`config.mk`:
```
export PLATFORM = sky130hd
export DESIGN_NAME = ex_mem_stage_skid
export DESIGN_NICKNAME = d
export VERILOG_FILES = /design/src/rtl/ex_mem_stage_skid_pkg.sv /design/src/rtl/ex_mem_stage_skid_sat_counter.sv /design/src/rtl/ex_mem_stage_skid.sv
export SDC_FILE = /design/constraint.sdc
export NUM_CORES = 1
export LEC_CHECK = 0
export ABC_CLOCK_PERIOD_IN_PS = 1780
export BUFFER_PORTS_ARGS = -buffer_cell sky130_fd_sc_hd__buf_4
export CAP_MARGIN = 20
export CORE_MARGIN = 5
export CORE_UTILIZATION = 50
export DETAILED_ROUTE_END_ITERATION = 12
export GPL_ROUTABILITY_DRIVEN = 0
export PLACE_DENSITY = 0.87
export SLEW_MARGIN = 15
export SYNTH_ARGS = -nofsm -noshare
export SYNTH_HDL_FRONTEND = slang
export SYNTH_HIERARCHICAL = 1
export SYNTH_SLANG_ARGS = --single-unit
```
`constraint.sdc`:
```
create_clock -name clk -period 1.78 [get_ports clk]
set_input_delay 0.356 -clock clk [delete_from_list [all_inputs] [get_ports clk]]
set_output_delay 0.356 -clock clk [all_outputs]
set_load 0.1 [all_outputs]
```
`src/rtl/ex_mem_stage_skid_pkg.sv`:
```
// Shared CPU pipeline constants: default datapath widths and control-vector bit positions.
// Reused by the ID_EX, EX_MEM and MEM_WB pipeline registers.
package ex_mem_stage_skid_pkg;

    localparam int XLEN_DEF   = 64;
    localparam int REG_AW_DEF = 5;
    localparam int CTRL_W_DEF = 6;

    // Control vector {RegWrite, MemtoReg, Branch, MemRead, MemWrite, switch_branch}, MSB first
    localparam int CTRL_REG_WRITE     = 5;
    localparam int CTRL_MEM_TO_REG    = 4;
    localparam int CTRL_BRANCH        = 3;
    localparam int CTRL_MEM_READ      = 2;
    localparam int CTRL_MEM_WRITE     = 1;
    localparam int CTRL_SWITCH_BRANCH = 0;

    function automatic logic [1:0] count_valid(input logic a, input logic b);
        return {1'b0, a} + {1'b0, b};
    endfunction

endpackage

```
`src/rtl/ex_mem_stage_skid_sat_counter.sv`:
```
// Saturating up-counter; holds at all-ones instead of wrapping.
// Latency: count reflects inc one edge later. Backpressure: none.
// Reset clears the count asynchronously.
module sat_counter #(
    parameter int CNT_W = 16
) (
    input  logic             clk,
    input  logic             reset,
    input  logic             inc,
    output logic [CNT_W-1:0] count
);

    always_ff @(posedge clk or negedge reset) begin
        if (!reset) begin
            count <= '0;
        end else if (inc && !(&count)) begin
            count <= count + 1'b1;
        end
    end

endmodule

```
`src/rtl/ex_mem_stage_skid.sv`:
```
// EX->MEM pipeline register with a two-entry skid buffer (main drives outputs, skid absorbs one).
// Latency: 1 cycle input to output. Backpressure: in_ready is registered !skid_valid, no comb path from out_ready.
// Flush and reset drop every held bundle; bubbles present an all-zero control vector.
module ex_mem_stage_skid
    import ex_mem_stage_skid_pkg::*;
#(
    parameter int XLEN   = XLEN_DEF,
    parameter int REG_AW = REG_AW_DEF,
    parameter int CTRL_W = CTRL_W_DEF,
    parameter int CNT_W  = 16
) (
    input  logic              clk,
    input  logic              reset,
    input  logic              in_valid,
    output logic              in_ready,
    input  logic [CTRL_W-1:0] in_ctrl,
    input  logic [REG_AW-1:0] in_rd,
    input  logic [XLEN-1:0]   in_imm,
    input  logic [XLEN-1:0]   in_alu,
    input  logic [XLEN-1:0]   in_rs2,
    output logic              out_valid,
    input  logic              out_ready,
    output logic [CTRL_W-1:0] out_ctrl,
    output logic [REG_AW-1:0] out_rd,
    output logic [XLEN-1:0]   out_imm,
    output logic [XLEN-1:0]   out_alu,
    output logic [XLEN-1:0]   out_rs2,
    input  logic              flush,
    output logic [1:0]        occupancy,
    output logic [CNT_W-1:0]  stall_cnt
);

    typedef struct packed {
        logic [CTRL_W-1:0] ctrl;
        logic [REG_AW-1:0] rd;
        logic [XLEN-1:0]   imm;
        logic [XLEN-1:0]   alu;
        logic [XLEN-1:0]   rs2;
    } bundle_t;

    bundle_t main_q, skid_q, in_b;
    logic    main_vld, skid_vld, rdy_q;
    logic    accept, fire;

    assign in_b   = '{ctrl: in_ctrl, rd: in_rd, imm: in_imm, alu: in_alu, rs2: in_rs2};
    assign accept = in_valid && rdy_q;
    assign fire   = main_vld && out_ready;

    always_ff @(posedge clk or negedge reset) begin
        if (!reset) begin
            main_vld <= 1'b0;
            skid_vld <= 1'b0;
            main_q   <= '0;
            skid_q   <= '0;
            rdy_q    <= 1'b0;
        end else if (flush) begin
            main_vld <= 1'b0;
            skid_vld <= 1'b0;
            rdy_q    <= 1'b1;
        end else begin
            rdy_q <= !skid_vld;
            // rdy_q mirrors skid_vld, so an accept can only coincide with an empty skid
            if (fire) begin
                if (skid_vld) begin
                    main_q   <= skid_q;
                    skid_vld <= 1'b0;
                    rdy_q    <= 1'b1;
                end else if (accept) begin
                    main_q <= in_b;
                end else begin
                    main_vld <= 1'b0;
                end
            end else if (accept) begin
                if (!main_vld) begin
                    main_q   <= in_b;
                    main_vld <= 1'b1;
                end else begin
                    skid_q   <= in_b;
                    skid_vld <= 1'b1;
                    rdy_q    <= 1'b0;
                end
            end
        end
    end

    assign in_ready  = rdy_q;
    assign out_valid = main_vld;
    assign out_ctrl  = main_vld ? main_q.ctrl : '0;
    assign out_rd    = main_q.rd;
    assign out_imm   = main_q.imm;
    assign out_alu   = main_q.alu;
    assign out_rs2   = main_q.rs2;
    assign occupancy = count_valid(main_vld, skid_vld);

    sat_counter #(.CNT_W(CNT_W)) u_stall_cnt (
        .clk   (clk),
        .reset (reset),
        .inc   (main_vld && !out_ready),
        .count (stall_cnt)
    );

endmodule

```
# --- After elaboration in Yosys (flattened, before gate mapping) ---
# Index checks and enable logic that the tools add are counted.
# W data, S select, Z words.
word_totals:
  regBits: 425
  output_inout_bits: 223
classes:
  addsub: 2
  eq_ne: 3
  mux: 20
  bitwise: 2
  reduce_logical: 16
ops:
  columns: ["operator", "count"]
  rows:
  - ["$mux W203", 5]
  - ["$add A16 B1 Y16 const B", 1]
  - ["$reduce_and A16 Y1", 1]
  - ["$mux W1", 14]
  - ["$reduce_and A4 Y1", 2]
  - ["$mux W6", 1]
  - ["$ne A3 B3 Y1 const B", 2]
  - ["$reduce_bool A3 Y1", 2]
  - ["$logic_and A1 B1 Y1", 4]
  - ["$reduce_bool A2 Y1", 2]
  - ["$logic_not A1 Y1", 3]
  - ["$reduce_and A3 Y1", 1]
  - ["$add A1 B1 Y2", 1]
  - ["$ne A2 B1 Y1 const B", 1]
  - ["$not A1 Y1", 2]
  - ["$reduce_and A2 Y1", 1]

# --- Depth between registers and ports, before layout ---
# Gate-level depths: netlist of the first run.
depth:
  ltp_word: 5
  mapped_depth: 6
  ltp_nobuf: 5

# --- Hierarchy ---
# The synthesis of the first run kept the hierarchy.
modules_own_cells:
  columns: ["module", "instances", "cells_per_inst", "area_each_um2"]
  rows:
  - ["ex_mem_stage_skid", 1, 1305, 19259.7]
  - ["sat_counter", 1, 75, 840.8]

# --- Worst setup path after synthesis of the first run ---
# No wires, ideal clock.
synth_path:
  path_type: "reg2out"
  startpoint: "reg main_vld (netlist: out_valid)"
  endpoint: "out occupancy[0]"
  arrival_time_ns: 2.120
  setup_slack_ns: -0.696
  path_stages_with_launch: 4
  path_buffers: 1
  path_cell_list: "dfrtp_1 -> buf_4 -> inv_1 -> ha_1"
synth_via:
  elab_chain_len: 1
synth_lines:
  columns: ["element", "line", "rtl"]
  rows:
  - ["start: declaration", "ex_mem_stage_skid.sv:42", "logic main_vld, skid_vld, rdy_q;"]
  - ["start signal: assignment", "ex_mem_stage_skid.sv:51", "main_vld <= 1'b0;"]
  - ["start signal: assignment", "ex_mem_stage_skid.sv:57", "main_vld <= 1'b0;"]
  - ["start signal: assignment", "ex_mem_stage_skid.sv:71", "main_vld <= 1'b0;"]
  - ["$add A1 B1 Y2", "ex_mem_stage_skid_pkg.sv:18", "return {1'b0, a} + {1'b0, b};"]
  - ["end: declaration", "ex_mem_stage_skid.sv:29", "output logic [1:0] occupancy,"]
# No other way between the ends.

# --- Worst setup path in the final report of the first run ---
layout_path:
  startpoint: "reg main_vld (netlist: out_valid)"
  endpoint: "reg skid_q[122] in the netlist's numbering"
layout_via:
  elab_chain_len: 3
layout_lines:
  columns: ["element", "line", "rtl"]
  rows:
  - ["$logic_and A1 B1 Y1", "ex_mem_stage_skid.sv:47", "assign fire = main_vld && out_ready;"]
  - ["$not A1 Y1 (no source line)", null, null]
  - ["$reduce_and A4 Y1 (no source line) *", null, null]
  - ["end signal: assignment", "ex_mem_stage_skid.sv:78", "skid_q <= in_b;"]
  - ["end: declaration", "ex_mem_stage_skid.sv:41", "bundle_t main_q, skid_q, in_b;"]
# Every way passes the cells marked *; elsewhere a longest branch is shown, timed or not.
# A chain may end at the register's enable or synchronous reset.

==> flow_metrics.py, run 1 <==
metrics = {
    "clocking": {
        "clk_path_buf_depth": 3,
        "cts_sinks": 425,
        "path_clk_slew_ns": 0.06,
        "clock_latency_ns": 0.56,
        "cts_made_buffers": 45,
        "cts_max_level": 2,
        "cts_tree": "built",
        "root_buffer": "clkbuf_16",
    },
    "timing": {
        "setup_slack_ns": -0.2199,
        "max_slew.worst_pin.slew_ns": 0.6096,
        "timing.hold.ws_ns": 0.03893,
        "rsz0062_at_grt": "yes",
        "finalCritPeriodShare_pct": 112.4,
        "final-setup-viol-count": 414,
        "fin_worst_skew_ns": 0.01258,
        "slew_violations": 0,
        "slew_headroom_pct": 59.36,
        "fmax_ghz": 0.5000,
        "fin_crit_ns": 2.000,
        "hold_viol_final": 0,
    },
    "power": {
        "p_per_area_nw_per_um2": 1386,
        "peakVddDrop_uv": 1269,
        "p_total_mw": 38.03,
        "p_leak_nw": 12.83,
    },
    "critical_path": {
        "slowest_delay_ns": 0.45,
        "crit_path_max_fanout": 6,
        "cpMaxStageDelayCell": "dfrtp_4",
        "cp-end-kind": "register",
        "path_cells": "buf_6 -> buf_6 -> nand3_4 -> nor3_4 -> buf_12 -> buf_8 -> clkbuf_16 -> mux2_2",
        "cp.buffers_inverters": 5,
        "required_ns": 2.21,
        "cpMostUsedCell": "buf_6",
        "crit_type": "reg2reg",
        "arrival_ns": 2.43,
        "crit_family": "buffers and inverters",
        "worst_setup_path_start_kind": "register",
        "r2r_cells": 8,
        "crit_cells": 8,
    },
    "grt": {
        "gr-usage-met2_pct": 37.72,
        "antenna_found_initial": 1,
        "met1_usage_pct": 27.39,
        "grt-busiest-layer": "met2",
        "grt_max_degree": 58,
        "grt_usage_pct": 22.33,
        "overflow": 0,
        "met3_usage_pct": 6.489,
        "grt_pass1_vias": 13630,
        "grt_pass1_wl_um": 78630,
    },
    "synth": {
        "muxShareOfSynthArea_pct": 34.39,
        "synthFlopType": "dfrtp_1",
        "syn_avg_cell_area_sq_um": 14.57,
        "netlist_area_sq_um": 20100,
        "yosysSeqAreaShare_pct": 52.91,
        "synth-simple-area-share_pct": 1.668,
        "yosysWarnings": 6,
        "yosysUniqueCellTypes": 35,
        "synth_compound_area_share_pct": 0.2988,
        "synthArstFlopShare_pct": 100.0,
        "synth_top_family_by_area": "multiplexers",
        "syn-num-nets": 1591,
        "synth_xor_area_share_pct": 0.4793,
        "synth_edf_count": 0,
        "postSynthCellCount": 1380,
        "synth-seq-cells": 425,
        "synth_fa_ha_area_share_pct": 0.1867,
    },
    "floorplan": {
        "die-area_sq_um": 44310,
        "coreArea_sq_um": 39730,
        "io-pin-count": 431,
        "rows": 73,
        "die_y_um": 210.5,
        "die_w_um": 210.5,
        "start_util_pct": 50.59,
    },
    "final_layout": {
        "final_common_cell": "buf_4",
        "nets": 1972,
        "layout-drive-gt1-share_pct": 73.79,
        "final_core_util_pct": 69.07,
        "syn_to_final_growth_pct": 36.53,
        "final_cell_mix": "buf_4 (453), mux2_2 (409), dfrtp_1 (407)",
    },
    "route": {
        "wl_um": 57130,
        "drc": 0,
        "first_iter_violations": 598,
        "drtAntennaViolNets": 0,
        "avgViaCountPerCell": 5.443,
        "firstDrtPassIters": 4,
        "wl_per_cell_um": 24.64,
        "vias": 12620,
    },
    "flow_run": {
        "maxCapViolCount": 0,
    },
    "run_status": {
        "violations": "setup timing",
        "status": "finished, violations left",
    },
    "place": {
        "place_hpwl_um": 33920,
        "portBuffers": 430,
    },
    "hold_path": {
        "min_path_type": "in2reg",
        "whs_path_depth": 2,
    },
}
==> worst register-to-register path: stages (launching register included) <==
cell and delay (ns):
dfrtp_4 0.45, buf_6 0.14, buf_6 0.11, nand3_4 0.07
nor3_4 0.26, buf_12 0.18, buf_8 0.15, clkbuf_16 0.17
mux2_2 0.35
==> synthesized netlist by cell type (all sizes together), types with 2 or more instances <==
cell      n  area, sq um
nand4     6        65.06
o21ai     2        10.01
dfrtp   425        10640
nor4      3        46.29
ha        3        37.54
mux2    613         6903
nor3      6        35.03
and4      2        17.52
buf     262         2001
clkbuf    3        11.26
nand3     8        45.04
xnor2     3        26.28
and2      6        37.54
inv       3        11.26
nor2      6        22.52
a21oi     3        15.01
nand2     7        26.28
nand2b    2        12.51
xor2      8        70.07
==> cell families (layout without fill, tap and decap cells) <==
| family | after synthesis | count (layout) |
|---|---|---|
| mux | 614 | 614 |
| buf+inv | 268 | 681 |
| other cells | 0 | 1 |
| flops | 425 | 425 |
| fa+ha+maj | 3 | 3 |
| compound gates | 9 | 9 |
| simple gates | 50 | 50 |
| xor+xnor | 11 | 11 |
==> layer usage <==
metal / part of all wire, % / wire (um) / vias up
met4: 4.1 / 2334 / 0
met2: 49 / 28050 / 456
li1: - / - / 5446
met1: 40 / 22770 / 6581
met5: 0 / 0 / -
met3: 7.0 / 3974 / 140
==> sequential cells by signal, summed over array words and instances (netlist names) <==
signal / flops
out_rd: 5
out_rs2: 64
out_imm: 64
out_alu: 64
in_ready: 1
skid_q: 203
main_q: 6
skid_vld: 1
out_valid: 1
u_stall_cnt/count: 16
==> layout make-up <==
class,count,area [sq um]
Clock inverter,11,88.84
Sequential cell,425,10690
Inverter,3,13.76
Fill cell,2424,12290
Timing Repair Buffer,599,6331
Tap cell,525,656.9
Antenna cell,1,2.502
Multi-Input combinational cell,687,8325
Clock buffer,68,1333
==> report_power, final <==
group | internal (mW) | switching (mW)
clock network | 5.29 | 3.78
registers | 12.1 | 1.63
logic | 4.89 | 10.3
total | 22.3 | 15.7
==> per-stage QoR <==
step,std cells,setup TNS (ns),instance area (sq um),setup slack (ns)
floorplan,1380,-42.07,20440,-0.1203
global placement,2147,-11.06,23190,-0.08327
detailed placement,2147,-32.39,23190,-0.1619
CTS,2277,-49.23,26080,-0.2397
global route,2319,-85.25,27440,-0.2857
finish,2319,-60.01,27440,-0.2199
==> what timing repair did <==
item	4_1_cts	5_1_grt
resized for setup	135	189
endpoints found under the hold margin	39	0
buffers inserted	28	23
gates cloned	21	32
hold buffers	2	0
pin swaps	2	2
endpoints found under the setup margin	394	418
==> worst paths after layout <==
kind	startpoint	to	slack, ns
min in group asynchronous	reset	out_alu[37]	0.38
hold / removal	in_rs2[51]	skid_q[51]	0.04
max in group asynchronous	reset	out_imm[58]	0.69
setup reg to reg	out_valid	skid_q[122]	-0.22
setup / recovery	out_valid	skid_q[122]	-0.22
hold reg to reg	skid_q[160]	skid_q[160]	0.50
(Power assumes the default switching activity.)
==> inputs of run 2 (changes only) <==
--- a/config.mk
+++ b/config.mk
@@ -12,7 +12,7 @@
 export CORE_UTILIZATION = 50
 export DETAILED_ROUTE_END_ITERATION = 12
 export GPL_ROUTABILITY_DRIVEN = 0
-export PLACE_DENSITY = 0.87
+export PLACE_DENSITY_LB_ADDON = 0.3
 export SLEW_MARGIN = 15
 export SYNTH_ARGS = -nofsm -noshare
 export SYNTH_HDL_FRONTEND = slang
==> constraint.sdc (replaced) <==
create_clock -name clk -period 1.78 [get_ports clk]
set_input_delay 0.356 -clock clk [delete_from_list [all_inputs] [get_ports clk]]
set_output_delay 0.356 -clock clk [all_outputs]
set_load 0.05 [all_outputs]
==> run 2 against run 1 <==
Critical endpoint is now out_alu[56]. Setup slack better by 0.063 ns. Highest routed layer unchanged. Final cell count is 0.30% lower. Critical path depth is 1 lower. First-iteration DRC count is 12% lower. Global-route usage is 1.3 points lower. Largest power group is now registers. Clock skew is 0.0071 ns higher. Sequential share of layout area is 0.15 points higher. Sequential power hardly changed. Maximum frequency is 3.2% higher. The run still ends with setup timing left.
==> flow_metrics.py, run 2 (synthesized netlist as in run 1, its figures left out) <==
metrics = {
    "run_status": {
        "status": "finished, violations left",
        "violations": "setup timing",
    },
    "timing": {
        "hold_viol_final": 0,
        "max_slew.worst_pin.slew_ns": 0.3754,
        "setup_slack_ns": -0.1573,
        "fin_crit_ns": 1.937,
        "final-setup-viol-count": 310,
        "fmax_ghz": 0.5162,
        "rsz0062_at_grt": "yes",
        "finalCritPeriodShare_pct": 108.8,
        "fin_worst_skew_ns": 0.01963,
        "slew_headroom_pct": 74.97,
        "slew_violations": 0,
    },
    "route": {
        "avgViaCountPerCell": 5.258,
        "wl_um": 53940,
        "drtAntennaViolNets": 0,
        "vias": 12160,
        "drc": 0,
        "firstDrtPassIters": 4,
        "wl_per_cell_um": 23.33,
        "first_iter_violations": 525,
    },
    "critical_path": {
        "crit_type": "reg2reg",
        "required_ns": 2.22,
        "crit_path_max_fanout": 8,
        "crit_start": "out_valid",
        "arrival_ns": 2.38,
        "worst_setup_path_start_kind": "register",
        "rr_startpoint": "out_valid",
        "cp-end-kind": "register",
    },
    "grt": {
        "grt_pass1_vias": 12950,
        "overflow": 0,
        "grt_pass1_wl_um": 74400,
        "grt_max_degree": 61,
        "grt_usage_pct": 21.03,
        "antenna_found_initial": 1,
    },
    "clocking": {
        "cts_max_level": 2,
        "cts_sinks": 425,
        "cts_made_buffers": 45,
        "clock_latency_ns": 0.57,
        "root_buffer": "clkbuf_16",
        "cts_tree": "built",
        "clk_path_buf_depth": 3,
        "path_clk_slew_ns": 0.06,
    },
    "final_layout": {
        "fill_cells": 2673,
        "nets": 1967,
        "fin_cells": 2312,
        "final_common_cell": "buf_4",
        "postLayoutCellArea_sq_um": 27250,
        "multi_input_area_sq_um": 8700,
        "syn_to_final_growth_pct": 35.57,
        "largest_reg_flops": 203,
        "layout-drive-gt1-share_pct": 72.72,
        "register_area_sq_um": 10660,
        "largest-register": "skid_q",
        "final_cell_mix": "buf_4 (470), dfrtp_1 (407), mux2_2 (310)",
    },
    "place": {
        "post-place-ws_ns": -0.08076,
        "portBuffers": 430,
        "place_hpwl_um": 34530,
        "post_dp_cell_area_sq_um": 23740,
        "dp_cells": 2154,
    },
    "floorplan": {
        "die_y_um": 210.5,
        "start_util_pct": 50.59,
        "die-area_sq_um": 44310,
        "die_w_um": 210.5,
        "rows": 73,
        "coreArea_sq_um": 39730,
        "io-pin-count": 431,
    },
    "power": {
        "peakVddDrop_uv": 974.9,
        "p_per_area_nw_per_um2": 1247,
        "p_leak_nw": 12.98,
        "p_total_mw": 33.99,
    },
    "flow_run": {
        "maxCapViolCount": 0,
    },
    "hold_path": {
        "hold_path_startpoint": "in_imm[38]",
        "min_path_type": "in2reg",
    },
}
[run 2: worst max-delay path, stage by stage, from the launching register on]
cell and delay, ns:
dfrtp_2 0.42, buf_6 0.14, nor2b_4 0.14, a211oi_4 0.19, buf_6 0.21, clkbuf_16 0.22
clkbuf_16 0.18, mux2_4 0.30
[run 2: worst paths after layout]
path                                         endpoint  slack [ns]  cells past startpoint
worst min register to register              skid_q[1]        0.50                      1
max in group asynchronous       u_stall_cnt/count[10]        0.74                      4
worst min-delay path                      skid_q[166]        0.03                      2
worst max register to register            out_alu[56]       -0.16                      7
worst max-delay path                      out_alu[56]       -0.16                      7
min in group asynchronous                 skid_q[178]        0.26                      2
[run 2: stage by stage]
| step | TNS, ns | hold slack, ns | utilization (%) |
|---|---|---|---|
| floorplan | -16.54 | 0.06041 | - |
| global placement | -3.996 | 0.2622 | 59.75 |
| detailed placement | -7.756 | 0.2724 | 59.75 |
| CTS | -32.57 | 0.0001728 | 64.01 |
| global route | -45.45 | 0.01222 | 68.58 |
| finish | -26.68 | 0.02873 | 68.58 |
[run 2: power by group]
part           switching, mW  leakage (nW)  internal [mW]  total (mW)
registers               1.62          5.11           12.1        13.7
logic                   6.02          7.17           5.03        11.1
clock network           3.79         0.705           5.41        9.20
[run 2: what timing repair did]
item,CTS,global route
cloned,0,41
endpoints found under the hold margin,57,0
endpoints found under the setup margin,242,406
gates resized for setup,15,195
pin swaps,1,3
setup buffers,3,17
hold buffers,19,0
[run 2: layout make-up]
| cell class | count | share of cell area (%) |
|---|---|---|
| Tap cell | 525 | 2.411 |
| Sequential cell | 425 | 39.11 |
| Timing Repair Buffer | 594 | 21.24 |
| Inverter | 3 | 0.05969 |
| Antenna cell | 2 | 0.01837 |
| Clock inverter | 9 | 0.3581 |
| Multi-Input combinational cell | 687 | 31.93 |
| Clock buffer | 67 | 4.876 |
[run 2: routing by layer]
layer  track usage [%]  up-vias  part of all wire, %
li1                  -     5411                    -
met1             26.76     6324                   42
met2             34.85      335                   49
met3             5.983       86                  6.3
met4             7.154        0                  2.7
met5                 0        -                    0
==> inputs of run 3 (changes only) <==
--- a/config.mk
+++ b/config.mk
@@ -5,11 +5,11 @@
 export SDC_FILE = /design/constraint.sdc
 export NUM_CORES = 1
 export LEC_CHECK = 0
-export ABC_CLOCK_PERIOD_IN_PS = 1780
+export ABC_CLOCK_PERIOD_IN_PS = 2000
 export BUFFER_PORTS_ARGS = -buffer_cell sky130_fd_sc_hd__buf_4
 export CAP_MARGIN = 20
 export CORE_MARGIN = 5
-export CORE_UTILIZATION = 50
+export CORE_UTILIZATION = 53
 export DETAILED_ROUTE_END_ITERATION = 12
 export GPL_ROUTABILITY_DRIVEN = 0
 export PLACE_DENSITY_LB_ADDON = 0.3
==> constraint.sdc (replaced) <==
create_clock -name clk -period 2 [get_ports clk]
set_input_delay 0.4 -clock clk [delete_from_list [all_inputs] [get_ports clk]]
set_output_delay 0.4 -clock clk [all_outputs]
set_load 0.05 [all_outputs]
==> run 3 against run 2 <==
The run now ends clean. Clock skew is 0.0095 ns lower. Non-clock buffer count is 104 lower. Final cell count is 5.2% lower. Sequential share of layout area is 4.7 points higher. Core utilization is 3.9 points lower. Sequential power is 12% lower. Global-route usage is 0.44 points higher. Setup slack better by 0.20 ns. Total power is 16% lower. Sequential cell count stayed put. Hold slack better by 0.045 ns. Critical endpoint is now out_rd[1]. Largest power group unchanged.
==> flow_metrics.py, run 3 (synthesized netlist as in run 1, its figures left out) <==
metrics = {
    "place": {
        "post-place-ws_ns": -0.009821,
        "portBuffers": 430,
        "place_hpwl_um": 32880,
        "post_dp_cell_area_sq_um": 22760,
        "dp_cells": 2111,
    },
    "critical_path": {
        "crit_type": "reg2reg",
        "cp-end-kind": "register",
        "r2r_setup_slack_ns": 0.05,
        "rr_startpoint": "out_valid",
        "r2r_end": "out_rd[1]",
        "crit_path_max_fanout": 21,
        "required_ns": 2.44,
        "arrival_ns": 2.39,
        "r2r_cells": 6,
        "worst_setup_path_start_kind": "register",
    },
    "power": {
        "peakVddDrop_uv": 1013,
        "p_leak_nw": 11.07,
        "p_total_mw": 28.58,
        "p_per_area_nw_per_um2": 1176,
    },
    "final_layout": {
        "final_cell_mix": "mux2_2 (613), buf_4 (447), dfrtp_1 (422)",
        "fin_cells": 2192,
        "largest-register": "skid_q",
        "n_antenna_cell": 0,
        "largest_reg_flops": 203,
        "final_common_cell": "mux2_2",
        "layout-drive-gt1-share_pct": 70.37,
        "syn_to_final_growth_pct": 20.95,
        "nets": 1863,
        "postLayoutCellArea_sq_um": 24310,
    },
    "floorplan": {
        "rows": 71,
        "coreArea_sq_um": 37580,
        "start_util_pct": 53.49,
        "die_y_um": 204.7,
        "die-area_sq_um": 41920,
        "io-pin-count": 431,
        "die_w_um": 204.7,
    },
    "route": {
        "vias": 11420,
        "first_iter_violations": 505,
        "wl_per_cell_um": 20.76,
        "avgViaCountPerCell": 5.211,
        "drc": 0,
        "drtAntennaViolNets": 0,
        "wl_um": 45500,
        "firstDrtPassIters": 4,
    },
    "hold_path": {
        "hold_path_startpoint": "flush",
        "min_path_type": "in2reg",
        "whs_path_depth": 2,
        "holdPathEnd": "out_valid",
    },
    "clocking": {
        "clk_path_buf_depth": 3,
        "cts_sinks": 425,
        "cts_made_buffers": 45,
        "cts_max_level": 2,
        "clock_latency_ns": 0.55,
        "cts_tree": "built",
        "root_buffer": "clkbuf_16",
        "path_clk_slew_ns": 0.06,
    },
    "timing": {
        "hold_viol_final": 0,
        "fin_worst_skew_ns": 0.01015,
        "slew_headroom_pct": 72.64,
        "setup_slack_ns": 0.04730,
        "finalCritPeriodShare_pct": 97.63,
        "fin_crit_ns": 1.953,
        "fmax_ghz": 0.5121,
        "max_slew.worst_pin.slew_ns": 0.4105,
        "rsz0062_at_grt": "yes",
        "slew_violations": 0,
        "final-setup-viol-count": 0,
    },
    "grt": {
        "antenna_found_initial": 0,
        "grt_max_degree": 65,
        "grt_pass1_vias": 12580,
        "grt_pass1_wl_um": 71210,
        "grt_usage_pct": 21.46,
        "overflow": 0,
    },
    "run_status": {
        "status": "complete, no violations",
    },
    "flow_run": {
        "maxCapViolCount": 0,
    },
}
[run 3: power breakdown]
group | switching (mW) | leakage, nW | total (mW) | internal, mW
logic | 5.13 | 5.25 | 8.62 | 3.48
registers | 1.24 | 5.13 | 12.0 | 10.8
clock network | 3.26 | 0.693 | 7.97 | 4.71
total | 9.63 | 11.1 | 28.6 | 19.0
[run 3: worst max-delay path by stage]
stage / startpoint / endpoint / slack [ns] / depth (start not counted)
detailed placement: in_valid / out_imm[47] / -0.01 / 6
CTS: skid_vld / occupancy[0] / 0.007 / 3
global route: out_valid / out_alu[55] / -0.004 / 6
global placement: in_valid / out_imm[49] / 0.03 / 6
floorplan: u_stall_cnt/count[12] / u_stall_cnt/count[1] / 0.002 / 4
finish: out_valid / out_rd[1] / 0.05 / 6
[run 3: metal layers]
metal  up-vias  GRT usage, %  share of wire [%]
met5         -             0                  0
met4         0         6.293                2.6
met3        67         7.139                8.3
met2       307         35.28                 49
met1      5857         27.31                 40
li1       5192             -                  -
[run 3: area by class of cell]
cell class	count	area, sq um
clock inverters	10	103.9
multi-input cells	687	7483
well taps	511	639.4
flip-flops and latches	425	10640
inverters	3	11.26
fillers	2787	13270
repair buffers	490	4139
clock buffers	66	1295
[run 3: through the flow]
stage,hold WS (ns),setup TNS (ns),util [%]
2_1_floorplan,0.1044,0,-
3_3_place_gp,0.3474,0,60.58
3_5_place_dp,0.3449,-0.01593,60.58
4_1_cts,0.03982,0,64.49
5_1_grt,0.06130,-0.003747,64.70
6_report,0.07330,0,64.70
[run 3: worst max-delay path, cell delays in order, from the launching register on]
cell and delay (ns):
dfrtp_2 0.42, buf_4 0.15, nor2b_2 0.17, a211oi_4 0.25, buf_6 0.26, buf_12 0.21, mux2_2 0.37
[run 3: repair_timing]
item / in CTS / in global routing
setup endpoints to repair: 2 / 51
hold endpoints to repair: 28 / 0
gates resized for setup: 12 / 5
pin swaps: 1 / 0
buffers inserted: 2 / 0
gates cloned: 0 / 2
hold buffers: 1 / 0
